==> src/rtl/snake_pkg.sv <==
// ----------------------------------------------------------------------------
// snake_pkg: shared direction/state types and constants for snake_motion.
// Rev 1.0
// ----------------------------------------------------------------------------
`default_nettype none

package snake_pkg;

    typedef enum logic [1:0] {
        DIR_RIGHT = 2'b00,
        DIR_DOWN  = 2'b01,
        DIR_LEFT  = 2'b10,
        DIR_UP    = 2'b11
    } dir_e;

    typedef enum logic [1:0] {
        ST_RUN   = 2'b00,
        ST_MOVE  = 2'b01,
        ST_WRITE = 2'b10,
        ST_DEAD  = 2'b11
    } state_e;

    localparam logic [15:0] HEAD_MARK = 16'h0001;

    // Opposite directions differ only in bit 1 (right/left, down/up).
    function automatic logic is_reverse(input logic [1:0] a, input logic [1:0] b);
        return (a ^ b) == 2'b10;
    endfunction

endpackage

`default_nettype wire

==> src/rtl/snake_dir_fifo.sv <==
// ----------------------------------------------------------------------------
// snake_dir_fifo: 2-entry direction queue; exposes oldest and newest entries.
// Rev 1.0
// ----------------------------------------------------------------------------
`default_nettype none

module snake_dir_fifo (
    input  logic       clk_1,
    input  logic       rst,
    input  logic       push,
    input  logic       pop,
    input  logic [1:0] din,
    output logic [1:0] front,
    output logic [1:0] tail,
    output logic       empty
);

    logic [1:0] ent0_q, ent0_d;
    logic [1:0] ent1_q, ent1_d;
    logic [1:0] count_q, count_d;
    logic       w_do_push;
    logic       w_do_pop;

    always_comb begin
        ent0_d    = ent0_q;
        ent1_d    = ent1_q;
        count_d   = count_q;
        w_do_pop  = pop && (count_q != 2'd0);
        // A simultaneous pop frees a slot, so a push into a full queue still lands.
        w_do_push = push && ((count_q != 2'd2) || w_do_pop);
        case ({w_do_push, w_do_pop})
            2'b10: begin
                count_d = count_q + 2'd1;
                if (count_q == 2'd0) ent0_d = din;
                else                 ent1_d = din;
            end
            2'b01: begin
                count_d = count_q - 2'd1;
                ent0_d  = ent1_q;
            end
            2'b11: begin
                if (count_q == 2'd1) begin
                    ent0_d = din;
                end else begin
                    ent0_d = ent1_q;
                    ent1_d = din;
                end
            end
            default: ;
        endcase
    end

    always_ff @(posedge clk_1 or posedge rst) begin
        if (rst) begin
            ent0_q  <= 2'b00;
            ent1_q  <= 2'b00;
            count_q <= 2'd0;
        end else begin
            ent0_q  <= ent0_d;
            ent1_q  <= ent1_d;
            count_q <= count_d;
        end
    end

    assign front = ent0_q;
    assign tail  = (count_q == 2'd2) ? ent1_q : ent0_q;
    assign empty = (count_q == 2'd0);

endmodule

`default_nettype wire

==> src/rtl/snake_motion.sv <==
// ----------------------------------------------------------------------------
// snake_motion: snake head movement FSM with grid write, food and collision.
// Macro SNAKE_WRAP_EN: borders wrap around instead of killing the snake.
// Rev 1.0
// ----------------------------------------------------------------------------
`default_nettype none

module snake_motion #(
    parameter int GRID_MAX = 29,
    parameter int INIT_X   = 3,
    parameter int INIT_Y   = 3,
    parameter int INIT_LEN = 3,
    parameter int MAX_LEN  = 784
) (
    input  logic        clk_1,
    input  logic        rst,
    input  logic        step,
    input  logic        dir_valid,
    input  logic [1:0]  dir_code,
    input  logic [4:0]  food_x,
    input  logic [4:0]  food_y,
    input  logic        cell_ack,
    output logic        cell_req,
    output logic [11:0] cell_addr,
    output logic [15:0] cell_wdata,
    output logic [1:0]  mov_dir,
    output logic [4:0]  head_x,
    output logic [4:0]  head_y,
    output logic [9:0]  length,
    output logic        food_eaten,
    output logic        alive,
    output logic        overrun
);

    import snake_pkg::*;

    localparam logic [4:0] c_grid_max = 5'(GRID_MAX);
    localparam logic [4:0] c_init_x   = 5'(INIT_X);
    localparam logic [4:0] c_init_y   = 5'(INIT_Y);
    localparam logic [9:0] c_init_len = 10'(INIT_LEN);
    localparam logic [9:0] c_max_len  = 10'(MAX_LEN);

    state_e     state_q, state_d;
    dir_e       mov_dir_q, mov_dir_d;
    logic [4:0] head_x_q, head_x_d;
    logic [4:0] head_y_q, head_y_d;
    logic [9:0] length_q, length_d;
    logic       alive_q, alive_d;
    logic       step_pending_q, step_pending_d;
    logic       overrun_q, overrun_d;

    logic [4:0] w_raw_x, w_raw_y;
    logic [4:0] w_next_x, w_next_y;
    logic       w_hit_border;
    logic       w_food_hit;
    logic       w_go;
    logic       w_fifo_push, w_fifo_pop, w_fifo_empty;
    logic [1:0] w_fifo_front, w_fifo_tail, w_dir_ref;

    snake_dir_fifo u_dir_fifo (
        .clk_1 (clk_1),
        .rst   (rst),
        .push  (w_fifo_push),
        .pop   (w_fifo_pop),
        .din   (dir_code),
        .front (w_fifo_front),
        .tail  (w_fifo_tail),
        .empty (w_fifo_empty)
    );

    // New requests are filtered against the direction the snake will be moving in last.
    assign w_dir_ref   = w_fifo_empty ? mov_dir_q : w_fifo_tail;
    assign w_fifo_push = dir_valid && (state_q != ST_DEAD) &&
                         (dir_code != w_dir_ref) && !is_reverse(dir_code, w_dir_ref);
    assign w_go        = (state_q == ST_RUN) && (step || step_pending_q);
    assign w_fifo_pop  = w_go && !w_fifo_empty;

    always_comb begin
        w_raw_x = head_x_q;
        w_raw_y = head_y_q;
        case (mov_dir_q)
            DIR_RIGHT: w_raw_x = head_x_q + 5'd1;
            DIR_DOWN:  w_raw_y = head_y_q + 5'd1;
            DIR_LEFT:  w_raw_x = head_x_q - 5'd1;
            default:   w_raw_y = head_y_q - 5'd1;
        endcase
    end

`ifdef SNAKE_WRAP_EN
    assign w_next_x     = (w_raw_x == 5'd0) ? (c_grid_max - 5'd1) :
                          (w_raw_x == c_grid_max) ? 5'd1 : w_raw_x;
    assign w_next_y     = (w_raw_y == 5'd0) ? (c_grid_max - 5'd1) :
                          (w_raw_y == c_grid_max) ? 5'd1 : w_raw_y;
    assign w_hit_border = 1'b0;
`else
    assign w_next_x     = w_raw_x;
    assign w_next_y     = w_raw_y;
    assign w_hit_border = (w_raw_x == 5'd0) || (w_raw_x == c_grid_max) ||
                          (w_raw_y == 5'd0) || (w_raw_y == c_grid_max);
`endif

    assign w_food_hit = (w_next_x == food_x) && (w_next_y == food_y) && !w_hit_border;

    always_ff @(posedge clk_1 or posedge rst) begin
        if (rst) state_q <= ST_RUN;
        else     state_q <= state_d;
    end

    always_comb begin
        state_d = state_q;
        case (state_q)
            ST_RUN:   if (step || step_pending_q) state_d = ST_MOVE;
            ST_MOVE:  state_d = w_hit_border ? ST_DEAD : ST_WRITE;
            ST_WRITE: if (cell_ack) state_d = ST_RUN;
            default:  state_d = ST_DEAD;
        endcase
    end

    always_comb begin
        mov_dir_d      = mov_dir_q;
        head_x_d       = head_x_q;
        head_y_d       = head_y_q;
        length_d       = length_q;
        alive_d        = alive_q;
        step_pending_d = step_pending_q;
        overrun_d      = 1'b0;
        if (w_fifo_pop) mov_dir_d = dir_e'(w_fifo_front);
        if (state_q == ST_MOVE) begin
            head_x_d = w_next_x;
            head_y_d = w_next_y;
            if (w_hit_border)                              alive_d  = 1'b0;
            else if (w_food_hit && (length_q != c_max_len)) length_d = length_q + 10'd1;
        end
        // A step landing on the same RUN cycle as a pending one becomes the new pending step.
        case (state_q)
            ST_RUN: step_pending_d = step && step_pending_q;
            ST_MOVE, ST_WRITE: begin
                if (step) begin
                    if (step_pending_q) overrun_d      = 1'b1;
                    else                step_pending_d = 1'b1;
                end
            end
            default: step_pending_d = 1'b0;
        endcase
    end

    always_ff @(posedge clk_1 or posedge rst) begin
        if (rst) begin
            mov_dir_q      <= DIR_RIGHT;
            head_x_q       <= c_init_x;
            head_y_q       <= c_init_y;
            length_q       <= c_init_len;
            alive_q        <= 1'b1;
            step_pending_q <= 1'b0;
            overrun_q      <= 1'b0;
        end else begin
            mov_dir_q      <= mov_dir_d;
            head_x_q       <= head_x_d;
            head_y_q       <= head_y_d;
            length_q       <= length_d;
            alive_q        <= alive_d;
            step_pending_q <= step_pending_d;
            overrun_q      <= overrun_d;
        end
    end

    always_comb begin
        cell_req   = (state_q == ST_WRITE);
        food_eaten = (state_q == ST_MOVE) && w_food_hit;
        cell_addr  = {1'b0, head_x_q, 1'b0, head_y_q};
        cell_wdata = HEAD_MARK;
        mov_dir    = mov_dir_q;
        head_x     = head_x_q;
        head_y     = head_y_q;
        length     = length_q;
        alive      = alive_q;
        overrun    = overrun_q;
    end

endmodule

`default_nettype wire

==> config.mk <==
export PLATFORM = sky130hd
export DESIGN_NAME = snake_motion
export DESIGN_NICKNAME = d
export VERILOG_FILES = /design/src/rtl/snake_pkg.sv /design/src/rtl/snake_dir_fifo.sv /design/src/rtl/snake_motion.sv
export SDC_FILE = /design/constraint.sdc
export NUM_CORES = 1
export LEC_CHECK = 0
export ABC_AREA = 1
export BUFFER_PORTS_ARGS = -buffer_cell sky130_fd_sc_hd__buf_2
export CAP_MARGIN = 20
export CORE_MARGIN = 2
export CORE_UTILIZATION = 35
export CTS_BUF_LIST = sky130_fd_sc_hd__clkbuf_8
export CTS_CLUSTER_DIAMETER = 100
export CTS_CLUSTER_SIZE = 24
export DETAILED_ROUTE_END_ITERATION = 10
export GPL_ROUTABILITY_DRIVEN = 0
export SYNTH_ARGS = -nofsm -noshare
export SYNTH_HDL_FRONTEND = slang
export SYNTH_SLANG_ARGS = --single-unit
==> constraint.sdc <==
create_clock -name clk_1 -period 4.7 [get_ports clk_1]
set_clock_uncertainty 0.2 [all_clocks]
set_input_delay 1.41 -clock clk_1 [delete_from_list [all_inputs] [get_ports clk_1]]
set_output_delay 1.41 -clock clk_1 [all_outputs]
set_load 0.01 [all_outputs]
# After elaboration in Yosys (flattened, before gate mapping)

Index checks and enable logic that the tools add are counted.

Add/sub/neg operators: 7
Multiply operators: 0
Div/mod/pow operators: 0
Order comparisons: 0
Equal/unequal tests: 24
Shift operators: 0
Muxes and demuxes: 20
Bitwise logic cells: 2
Reductions and logical operators: 36

Operator list:

| kind                                                                  | count |
|---|---|
| 5-bit case mux with 2 select lines                                    | 2 |
| 2-bit 2-to-1 mux                                                      | 8 |
| 2-bit != test, second input constant                                  | 7 |
| 2-bit equality test, second input constant                            | 6 |
| 1-bit logical AND                                                     | 12 |
| 2-bit case mux with 3 select lines                                    | 2 |
| 10-bit by 1-bit adder with 10-bit output, second input constant       | 1 |
| 5-bit by 1-bit adder with 5-bit output, second input constant         | 2 |
| 5-bit equality test                                                   | 2 |
| 5-bit equality test, second input constant                            | 2 |
| 5-bit logical NOT                                                     | 2 |
| 10-bit != test, second input constant                                 | 1 |
| 5-bit by 1-bit subtractor with 5-bit output, second input constant    | 2 |
| 2-bit by 1-bit equality test with 1-bit output, second input constant | 4 |
| 2-bit case mux with 2 select lines                                    | 2 |
| 2-bit logical NOT                                                     | 3 |
| 2-bit AND reduction                                                   | 3 |
| 3-bit AND reduction                                                   | 2 |
| 2-bit nonzero test                                                    | 3 |
| 1-bit logical OR                                                      | 5 |
| 1-bit 2-to-1 mux                                                      | 5 |
| 2-bit OR reduction                                                    | 2 |
| 1-bit logical NOT                                                     | 3 |
| 3-bit nonzero test                                                    | 1 |
| other kinds (7)                                                       | 7 |

Register bits after elaboration: 33
Bits in latches: 0
Bits in writable memories: 0
ROM bits: 0
Output and inout bits: 54
Memories: 0

# Depth between registers and ports, before layout

Gate-level depths: netlist of run 1.

Depth after elaboration: 11
Mapped depth: 23

# Modules after synthesis

Synthesis of run 1 repeated with hierarchy kept, for this count alone.

Cell total of the unflattened synthesis: 416
Area, all modules: 2902.8 µm²

By module, submodules not included:

| module         | times used | cells an instance | area each (µm²) |
|---|---|---|---|
| snake_motion   | 1          | 349               | 2439.8 |
| snake_dir_fifo | 1          | 67                | 462.9 |

# Least setup slack after synthesis of run 1

OpenSTA, ideal clock, no wires.

Kind: flip-flop to output port
Start: register mov_dir_q[0], in the netlist mov_dir[0]
End: output port food_eaten
Arrival: 2.399 ns
Slack: 0.691 ns
Stages on the path, launching flop included: 14
Path buffers: 2
Cell sequence: dfrtp_1 > buf_2 > nand2_1 > fa_1 > nand2_1 > a21oi_1 > o21ai_0 > nand4_1 > nand2_1 > nand2_1 > nand3_1 > nand3_1 > nor2_4 > buf_6

Longest elaborated chain between the ends: 9
Elaborated cells on any way between the ends: 19

Ends and longest elaborated chain:

| item                                                                            | line                                   | RTL |
|---|---|---|
| start, declared                                                                 | snake_motion.sv:44                     | `dir_e mov_dir_q, mov_dir_d;` |
| start signal, assigned                                                          | snake_motion.sv:157                    | `mov_dir_q <= mov_dir_d;` |
| 2-bit equality test / 2-bit logical NOT (equally long branches)                 | snake_motion.sv:81                     | `case (mov_dir_q)` |
| 5-bit case mux with 2 select lines / 2-bit OR reduction (equally long branches) | -                                      |  |
| 5-bit equality test (tied with other cells)                                     | snake_motion.sv:98                     | `assign w_hit_border = (w_raw_x == 5'd0) \|\| (w_raw_x == c_grid_max) \|\|` |
| 1-bit logical OR / 5-bit logical NOT (equally long branches)                    | snake_motion.sv:98, snake_motion.sv:99 |  |
| 1-bit logical OR                                                                | snake_motion.sv:98                     |  |
| 1-bit logical OR                                                                | snake_motion.sv:99                     | `(w_raw_y == 5'd0) \|\| (w_raw_y == c_grid_max);` |
| 1-bit logical NOT                                                               | snake_motion.sv:102                    | `assign w_food_hit = (w_next_x == food_x) && (w_next_y == food_y) && !w_hit_border;` |
| 1-bit logical AND (*)                                                           | snake_motion.sv:102                    |  |
| 1-bit logical AND (*)                                                           | snake_motion.sv:169                    | `food_eaten = (state_q == ST_MOVE) && w_food_hit;` |
| end, declared                                                                   | snake_motion.sv:30                     | `output logic food_eaten,` |

Every way passes the cells marked *; elsewhere a longest branch is shown, timed or not.

# Worst setup path after layout of run 1

Start: register mov_dir_q[1], in the netlist mov_dir[1]
End: output port food_eaten

Same word-level chain as after synthesis.

==> flow_summary.json, run 1 <==
{
  "outcome": "finished clean",
  "clockRootBuffer": "clkbuf_8",
  "viasPerCell": 4.57,
  "crit_top_cell": "nand2_1",
  "yosys.area_share.simple_pct": 32.1,
  "synth_cells": 392,
  "vias": 2480,
  "top_layer": "met4",
  "post_dp_cell_area_um2": 2940,
  "dp_cells": 533,
  "power_frac_seq_pct": 26.2,
  "dp_slack_ps": 361,
  "tritoncts": "built",
  "yosysWarnings": 0,
  "grt_max_degree": 34,
  "p_comb_share_pct": 62.8,
  "reg2reg_from": "mov_dir[1]",
  "syn_to_final_growth_pct": 12.6,
  "synth_xor_xnor_area_share_pct": 1.95,
  "worstPathArrival_ps": 2820,
  "syn_area_um2": 2700,
  "yosysUniqueCellTypes": 37,
  "holdWs_ps": 287,
  "timing.final.crit_period_ps": 4430,
  "yosys-top-cells-area": "dfrtp_1, nand2_1, inv_1",
  "fmax_mhz": 226,
  "syn_avg_cell_area_um2": 6.89,
  "drt_first_pass_iters": 4,
  "dieArea_um2": 8440,
  "finalHoldViolations": 0,
  "sw_frac_of_total_pct": 50.6,
  "diodes": 0,
  "rrSetupSlack_ps": 1540,
  "fin_area_um2": 3040,
  "grt_antenna_before_repair": 0,
  "die_x_um": 91.9,
  "path_delay_family": "simple AND/OR/NAND/NOR gates",
  "synth_adder_area_share_pct": 8.15,
  "finalMaxSlewViolations": 0,
  "yosysMostFrequentCell": "nand2_1",
  "ioPinCount": 71,
  "grt_overflow": 0,
  "cpPeakStageDelay_ps": 410,
  "cts_sinks": 33,
  "synth_commonest_cells": "nand2_1, inv_1, nand3_1",
  "path_cells": "inv_1, nand2_1, fa_1, nand2_1, a21oi_1, o21ai_0, nand4_1, nand2_1, nand2_1, nand3_1, nand3_1, nor2_4, buf_2",
  "max-cap-violations": 0,
  "synthMuxAreaShare_pct": 0.834,
  "rsz0062_at_grt": "false",
  "start_kind": "flip-flop",
  "grt_pass1_vias": 2325,
  "instances_no_fill": 543,
  "synth.top_cell.area_share_pct": 24.1,
  "post-route-util_pct": 40.0,
  "wl_met2_mm": 2.80,
  "min_path_type": "flip-flop to flip-flop",
  "drtIter0Drc": 89,
  "setup_slack_ps": 272,
  "ir_drop_uv": 217,
  "synth_compound_area_share_pct": 8.15,
  "htreeDepth": 2,
  "synth_top_family_by_area": "simple AND/OR/NAND/NOR gates",
  "dp_hpwl_mm": 4.73,
  "seq_area_frac_synth_pct": 30.9,
  "dieHeight_um": 91.9,
  "drt-met1-wl_mm": 2.93,
  "start_util_pct": 35.5,
  "synth-seq-cells": 33,
  "synth_edf_count": 0,
  "p_switching_uw": 991,
  "hold-path-endpoint": "alive",
  "clkPwrFrac_pct": 11.1,
  "wl_mm": 6.13,
  "rr_worst_depth": 16,
  "numCtsBuffers": 5,
  "yosysTopAreaCell": "dfrtp_1",
  "avgRoutedWirePerCell_um": 11.3,
  "setup_viol": 0,
  "rows": 32,
  "crit_path_end_kind": "primary output",
  "setup_tns_ps": 0,
  "pwr_density_cell_nw_per_um2": 644,
  "drive_gt1_share_pct": 19.0,
  "period_share_pct": 94.2,
  "async_flop_share_pct": 100,
  "cp.required_ps": 3090,
  "clk_latency_ps": 280,
  "grt_usage_pct": 15.1,
  "holdCritStartpoint": "alive",
  "ys.flop_type": "dfrtp_1",
  "wl_met3_um": 316,
  "p_total_mw": 1.96,
  "core_um2": 7610,
  "intPower_uw": 969,
  "drt.antenna.violating_nets": 0,
  "rr_endpoint": "length[2]",
  "drc": 0,
  "grt_pass1_wl_mm": 10.5,
  "clockBufferDepth": 2,
  "path_class": "flip-flop to primary output",
  "hold_depth": 1,
  "portBuffers": 52,
  "nNetsFinal": 474,
  "path_buf_inv": 2,
  "p_leak_nw": 1.71,
  "crit_fanout": 4,
  "cp_slowest_cell": "fa_1",
  "path_clk_slew_ps": 70
}
worst max-delay path by stage:
| stage | start | to | slack [ps] | cells past startpoint |
|---|---|---|---|---|
| 2_1_floorplan | mov_dir[0] | food_eaten | 690 | 13 |
| 3_3_place_gp | mov_dir[0] | food_eaten | 430 | 12 |
| 3_5_place_dp | mov_dir[0] | food_eaten | 360 | 12 |
| 4_1_cts | mov_dir[0] | food_eaten | 30 | 12 |
| 5_1_grt | mov_dir[1] | food_eaten | 60 | 13 |
| 6_report | mov_dir[1] | food_eaten | 270 | 13 |
layout by cell type, fill, tap and decap left out:
master | Yosys | routed
nor3_2 | 1 | 1
ha_1 | 16 | 16
inv_2 | 2 | 2
a211oi_1 | 1 | 1
o21ai_0 | 22 | 22
o31ai_1 | 1 | 1
dfrtp_1 | 26 | 25
fa_1 | 1 | 1
nand2_2 | 3 | 3
dfstp_2 | 7 | 7
a21boi_0 | 1 | 1
nor4_1 | 1 | 1
nand2_4 | 1 | 1
buf_4 | 28 | 7
nand3b_1 | 6 | 6
conb_1 | 2 | 18
nor3_1 | 4 | 4
a21oi_1 | 8 | 8
nand3_1 | 42 | 42
and3_1 | 1 | 1
nand2_1 | 115 | 115
xor2_1 | 3 | 3
inv_1 | 58 | 60
o22ai_1 | 3 | 3
dfrtp_2 | 0 | 1
nand4_1 | 5 | 5
o211ai_1 | 1 | 1
or2_2 | 1 | 1
a31oi_1 | 1 | 1
clkbuf_8 | 0 | 6
mux2_2 | 2 | 2
nor2_1 | 16 | 16
o21ai_1 | 3 | 3
xnor2_1 | 3 | 3
nor2_4 | 1 | 1
buf_2 | 1 | 52
timing repair:
item | 4_1_cts | 5_1_grt
hold endpoints to repair | 0 | 0
endpoints found under the setup margin | 0 | 1
hold buffers | 0 | 0
resized for setup | 0 | 1
buffers inserted | 0 | 2
metal layers:
layer	up-vias	track usage, %
li1	1291	-
met1	1115	20.0
met2	64	25.2
met3	10	3.04
met4	0	4.23
met5	-	0
state kept, by name, indices dropped and copies added, names as in the netlist:
register,flops
alive,1
u_dir_fifo.count_q,2
overrun,1
length,10
u_dir_fifo.ent1_q,2
mov_dir,2
head_x,5
u_dir_fifo.front,2
head_y,5
step_pending_q,1
state_q,2
area by class of cell:
class                   count  area, um2
fillers                   843       4560
multi-input cells         281       1450
flip-flops and latches     33        836
repair buffers             59        313
inverters                  60        225
well taps                 102        128
clock buffers               6       82.6
clock inverters             2       7.51
kinds of logic (layout without fill, tap and decap cells):
logic type	after synthesis	in the layout
other	2	18
AO/OA/AOI/OAI	41	41
AND/OR/NAND/NOR	197	197
flip-flops	33	33
adder cells (fa/ha/maj)	17	17
multiplexers	2	2
buffers and inverters	94	127
XOR/XNOR	6	6
power groups by stage:
stage | clock network, mW | registers (mW) | logic (mW)
6_report | 0.217 | 0.513 | 1.23
5_1_grt | 0.240 | 0.533 | 1.42
4_1_cts | 0.230 | 0.522 | 1.22
3_5_place_dp | 0 | 0.526 | 1.21
3_3_place_gp | 0 | 0.521 | 1.20
2_1_floorplan | 0 | 0.514 | 0.957
Note: power is estimated with default switching activity, not from simulation.
==> run 2, diff against run 1 <==
Settings changed: ABC_AREA 1 to default, GPL_ROUTABILITY_DRIVEN 0 to default.
==> run 2 against run 1 <==
  * Utilization up 1.3 points
  * Worst hold slack gained 2.0 ps
  * Synthesized area is 0.65% higher
  * Critical path depth decreased by 3
  * Maximum frequency decreased by 2.9%
  * Largest power group is now registers
  * Via count decreased by 13%
==> flow_summary.json, run 2 <==
{
  "nNetsFinal": 383,
  "cp.required_ps": 3090,
  "timing.final.crit_period_ps": 4560,
  "setup_viol": 0,
  "grt_max_degree": 34,
  "ir_drop_uv": 134,
  "grt_overflow": 0,
  "start_kind": "flip-flop",
  "grt_usage_pct": 14.7,
  "clockRootBuffer": "clkbuf_8",
  "synth_edf_count": 0,
  "layout_common_cells": "buf_2, dfrtp_1, xnor2_1",
  "wl_mm": 6.04,
  "synth_commonest_cells": "buf_4, dfrtp_1, xnor2_1",
  "start_util_pct": 35.7,
  "syn_area_um2": 2720,
  "numCtsBuffers": 5,
  "ys.flop_type": "dfrtp_1",
  "portBuffers": 52,
  "max-cap-violations": 0,
  "p_leak_nw": 1.47,
  "layout_commonest_cell": "buf_2",
  "dieArea_um2": 8490,
  "vias": 2166,
  "yosysWarnings": 0,
  "grt_pass1_wl_mm": 10.0,
  "slew-limit-headroom_pct": 61.8,
  "syn_to_final_growth_pct": 15.5,
  "drive_gt1_share_pct": 30.0,
  "tritoncts": "built",
  "rows": 32,
  "min_path_type": "flip-flop to flip-flop",
  "yosysUniqueCellTypes": 58,
  "core_um2": 7610,
  "ioPinCount": 71,
  "finalMaxSlewViolations": 0,
  "clk_latency_ps": 280,
  "rsz0062_at_grt": "false",
  "dieHeight_um": 92.1,
  "path_class": "flip-flop to primary output",
  "viasPerCell": 4.79,
  "syn_avg_cell_area_um2": 9.03,
  "synth-seq-cells": 33,
  "pwr_density_cell_nw_per_um2": 197,
  "hold_depth": 1,
  "diodes": 0,
  "fmax_mhz": 219,
  "avgRoutedWirePerCell_um": 13.4,
  "yosysTopAreaCell": "dfrtp_1",
  "setup_tns_ps": 0,
  "crit_path_end_kind": "primary output",
  "rr_worst_depth": 8,
  "grt_antenna_before_repair": 0,
  "async_flop_share_pct": 100,
  "synth.top_cell.area_share_pct": 23.9,
  "drc": 0,
  "worst_pin_slew_ps": 565,
  "cts_sinks": 33,
  "clockBufferDepth": 2,
  "outcome": "finished clean",
  "largest_reg_flops": 10,
  "yosys-top-cells-area": "dfrtp_1, buf_4, xnor2_1",
  "crit_fanout": 4,
  "drt_first_pass_iters": 4,
  "drtIter0Drc": 107,
  "seq_area_frac_synth_pct": 30.7,
  "finalHoldViolations": 0,
  "drt.antenna.violating_nets": 0,
  "grt_pass1_vias": 2083,
  "yosysMostFrequentCell": "buf_4",
  "htreeDepth": 2,
  "die_x_um": 92.1,
  "period_share_pct": 97.1,
  "gp_congestion": 0.808,
  "path_clk_slew_ps": 70,
  "post-route-util_pct": 41.3,
  "worstPathArrival_ps": 2950,
  "synth_cells": 301,
  "dp_hpwl_mm": 4.47
}
==> run 2: cell count changes in the layout (fill, tap and decap cells not counted), sizes merged, moves of 4 or more <==
cell    delta
inv       -42
nand2     -99
buf        +4
mux2       +8
nand2b     +6
xnor2     +21
nand3     -22
a21oi      +8
o21ai     -15
==> run 2: path summary, 6_finish.rpt <==
path	end	start	slack (ps)
min reg2reg	length[9]	length[9]	290
max reg2reg	length[2]	head_y[0]	1340
max in group asynchronous	head_x[0]	rst	2950
max	food_eaten	head_x[1]	140
min	length[9]	length[9]	290
min in group asynchronous	length[2]	rst	1010
==> run 2: metrics by stage <==
step | hold WS (ps) | instance area, um2 | cells | power [mW] | setup WS [ps]
6_report | 289 | 3140 | 452 | 0.618 | 139
4_1_cts | 292 | 3110 | 451 | 0.630 | 13.7
3_3_place_gp | 276 | 2960 | 442 | 0.346 | 184
5_1_grt | 306 | 3140 | 452 | 0.652 | 22.3
2_1_floorplan | 264 | 2780 | 317 | 0.339 | 11.5
3_5_place_dp | 276 | 2960 | 442 | 0.347 | 122
==> run 2: power breakdown <==
part | switching, mW | internal (mW) | total, mW
clock | 0.106 | 0.171 | 0.277
combinational | 0.0313 | 0.0194 | 0.0507
sequential | 0.00255 | 0.288 | 0.290
==> run 2: timing repair <==
action                                  in CTS  in global routing
endpoints found under the setup margin       1                  1
pin swaps                                    0                  1
hold buffers                                 0                  0
resized for setup                            5                  6
setup buffers                                1                  1
==> run 2: layer usage <==
layer  vias up  share of wire [%]  global-route usage (%)
met2        42                 47                    23.5
met4         0                1.5                    4.23
met5         -                  0                       0
met3         8                3.4                    3.04
li1       1096                  -                       -
met1      1020                 49                    20.0
==> run 2: layout make-up <==
type	count	area [um2]
clock buffers	6	82.6
clock inverters	2	33.8
fillers	799	4470
inverters	19	71.3
multi-input cells	227	1650
flip-flops and latches	33	836
well taps	102	128
repair buffers	63	343
==> run 2: logic make-up (layout without fill, tap and decap cells) <==
group                      count (synthesis)  in the layout  share of synthesized area (%)
muxes                                     12             12                           4.88
xor gates and xnor gates                  30             30                           9.66
other                                      2             18                          0.276
DFF                                       33             33                           30.7
adders and majority gates                 17             17                           8.10
and+or+nand+nor                          103            103                           21.7
buffers and inverters                     57             90                           12.6
AOI/OAI and AO/OA                         47             47                           12.1
==> run 2: critical path, stage by stage (launching register included) <==
cell,delay (ps)
dfstp_2,550
inv_2,50
xnor2_1,120
ha_2,190
or3b_4,400
o2bb2a_4,230
xor2_1,150
or4_1,500
o211a_1,140
and4_2,180
buf_2,140
==> run 3, diff against run 2 <==
--- a/config.mk
+++ b/config.mk
@@ -14,4 +14,5 @@
 export CTS_CLUSTER_SIZE = 24
 export DETAILED_ROUTE_END_ITERATION = 10
+export PLACE_DENSITY = 0.68
 export SYNTH_ARGS = -nofsm -noshare
 export SYNTH_HDL_FRONTEND = slang
--- a/constraint.sdc
+++ b/constraint.sdc
@@ -3,3 +3,3 @@
 set_input_delay 1.41 -clock clk_1 [delete_from_list [all_inputs] [get_ports clk_1]]
 set_output_delay 1.41 -clock clk_1 [all_outputs]
-set_load 0.01 [all_outputs]
+set_load 0.1 [all_outputs]
==> run 3 against run 2 <==
  * Total power rose by 7.2%
  * Register-to-register slack got worse by 50 ps
  * Die area did not move
  * Final area rose by 3.3%
  * Non-clock buffer count rose by 3
  * Routed wire length rose by 2.8%
  * Via count rose by 5.7%
  * Critical path type unchanged
  * Critical endpoint unchanged
  * Largest cell class unchanged
==> flow_summary.json, run 3 (same netlist as run 2, synthesis figures left out) <==
{
  "outcome": "finished clean",
  "worst_pin_slew_ps": 690,
  "start_util_pct": 35.7,
  "drt-met1-wl_mm": 2.62,
  "setup_slack_ps": 72.9,
  "p_leak_nw": 1.51,
  "ioPinCount": 71,
  "htreeDepth": 2,
  "avgRoutedWirePerCell_um": 13.7,
  "fill_cells": 763,
  "grt_usage_pct": 15.0,
  "finalMaxSlewViolations": 0,
  "drc": 0,
  "drive_gt1_share_pct": 31.7,
  "portBuffers": 52,
  "drt_first_pass_iters": 4,
  "worstPathArrival_ps": 3020,
  "crit_fanout": 8,
  "max-cap-violations": 0,
  "period_share_pct": 98.4,
  "dp_slack_ps": 245,
  "reg2reg_from": "mov_dir[0]",
  "hold_depth": 1,
  "ir_drop_uv": 111,
  "hold-path-endpoint": "alive",
  "viasPerCell": 5.03,
  "layout_common_cells": "buf_2, xnor2_1, dfrtp_1",
  "start_kind": "flip-flop",
  "grt_antenna_before_repair": 0,
  "nNetsFinal": 386,
  "drtIter0Drc": 142,
  "timing.final.crit_period_ps": 4630,
  "path_class": "flip-flop to primary output",
  "tritoncts": "built",
  "largest_reg_flops": 10,
  "grt_pass1_wl_mm": 10.3,
  "cts_sinks": 33,
  "grt_pass1_vias": 2251,
  "rr_worst_depth": 9,
  "rrSetupSlack_ps": 1290,
  "wl_mm": 6.21,
  "pwr_density_cell_nw_per_um2": 204,
  "vias": 2290,
  "p_total_uw": 662,
  "layout_commonest_cell": "buf_2",
  "wl_met2_mm": 3.23,
  "min_path_type": "flip-flop to flip-flop",
  "grt_overflow": 0,
  "core_um2": 7610,
  "clockRootBuffer": "clkbuf_8",
  "numCtsBuffers": 5,
  "die_x_um": 92.1,
  "syn_to_final_growth_pct": 19.3,
  "holdCritStartpoint": "alive",
  "setup_viol": 0,
  "diodes": 0,
  "dieHeight_um": 92.1,
  "clockBufferDepth": 2,
  "fmax_mhz": 216,
  "drt.antenna.violating_nets": 0,
  "crit_path_end_kind": "primary output",
  "dieArea_um2": 8490,
  "dp_hpwl_mm": 4.72,
  "post_dp_cell_area_um2": 3050,
  "fin_area_um2": 3240,
  "gp_congestion": 0.851,
  "finalHoldViolations": 0,
  "wl_met3_um": 291,
  "path_clk_slew_ps": 70,
  "grt_max_degree": 16,
  "slew-limit-headroom_pct": 54.0,
  "clk_latency_ps": 290,
  "rr_endpoint": "length[1]",
  "top_layer": "met4",
  "cp.required_ps": 3090,
  "rows": 32
}
[run 3: worst max path at each step]
stage,from,end,slack [ps],depth (start not counted)
2_1_floorplan,mov_dir[1],food_eaten,-8,10
3_3_place_gp,mov_dir[1],food_eaten,290,9
3_5_place_dp,mov_dir[1],food_eaten,240,9
4_1_cts,head_x[1],food_eaten,4,10
5_1_grt,mov_dir[1],food_eaten,-2,10
6_report,head_x[1],food_eaten,70,10
[run 3: where the power goes]
part           switching (mW)  total, mW  internal, mW  leakage, nW
clock                   0.108      0.263         0.155       0.0593
combinational          0.0879      0.109        0.0214         1.04
sequential            0.00253      0.290         0.288        0.413
total                   0.198      0.662         0.464         1.51
[run 3: through the flow]
step | utilization (%) | std cells | setup TNS, ps | hold slack (ps)
finish | 42.6 | 455 | 0 | 286
global route | 42.6 | 455 | -1.78 | 297
CTS | 42.1 | 451 | 0 | 288
detailed placement | 40.1 | 440 | 0 | 276
global placement | 39.8 | 439 | 0 | 273
floorplan | - | 317 | -8.16 | 264
[run 3: area by class of cell]
type,instances,area [um2],share of cell area [%]
clock buffer,5,68.8,2.12
clock inverter,3,38.8,1.20
sequential,33,847,26.1
multi-input combinational,227,1690,52.0
tap,102,128,3.93
timing repair buffer,66,400,12.3
inverter,19,73.8,2.28
[run 3: layer usage]
| layer | GRT usage [%] | up-vias |
|---|---|---|
| met5 | 0 | - |
| met1 | 18.0 | 1100 |
| met4 | 4.98 | 0 |
| met2 | 27.1 | 77 |
| met3 | 2.71 | 7 |
| li1 | - | 1106 |
[run 3: repair_timing]
action / 4_1_cts / 5_1_grt
hold buffers: 0 / 0
setup endpoints to repair: 1 / 1
pin swaps: 1 / 5
endpoints found under the hold margin: 0 / 0
gates resized for setup: 2 / 5
setup buffers: 3 / 4
[run 3: worst max-delay path, cell delays in order (launching register included)]
cell      delay (ps)
dfstp_4          660
inv_4             50
xnor2_1          120
ha_2             190
or3b_4           430
o2bb2a_4         230
xor2_1           160
or4_1            420
o211a_1          150
and4_4           160
buf_12           160
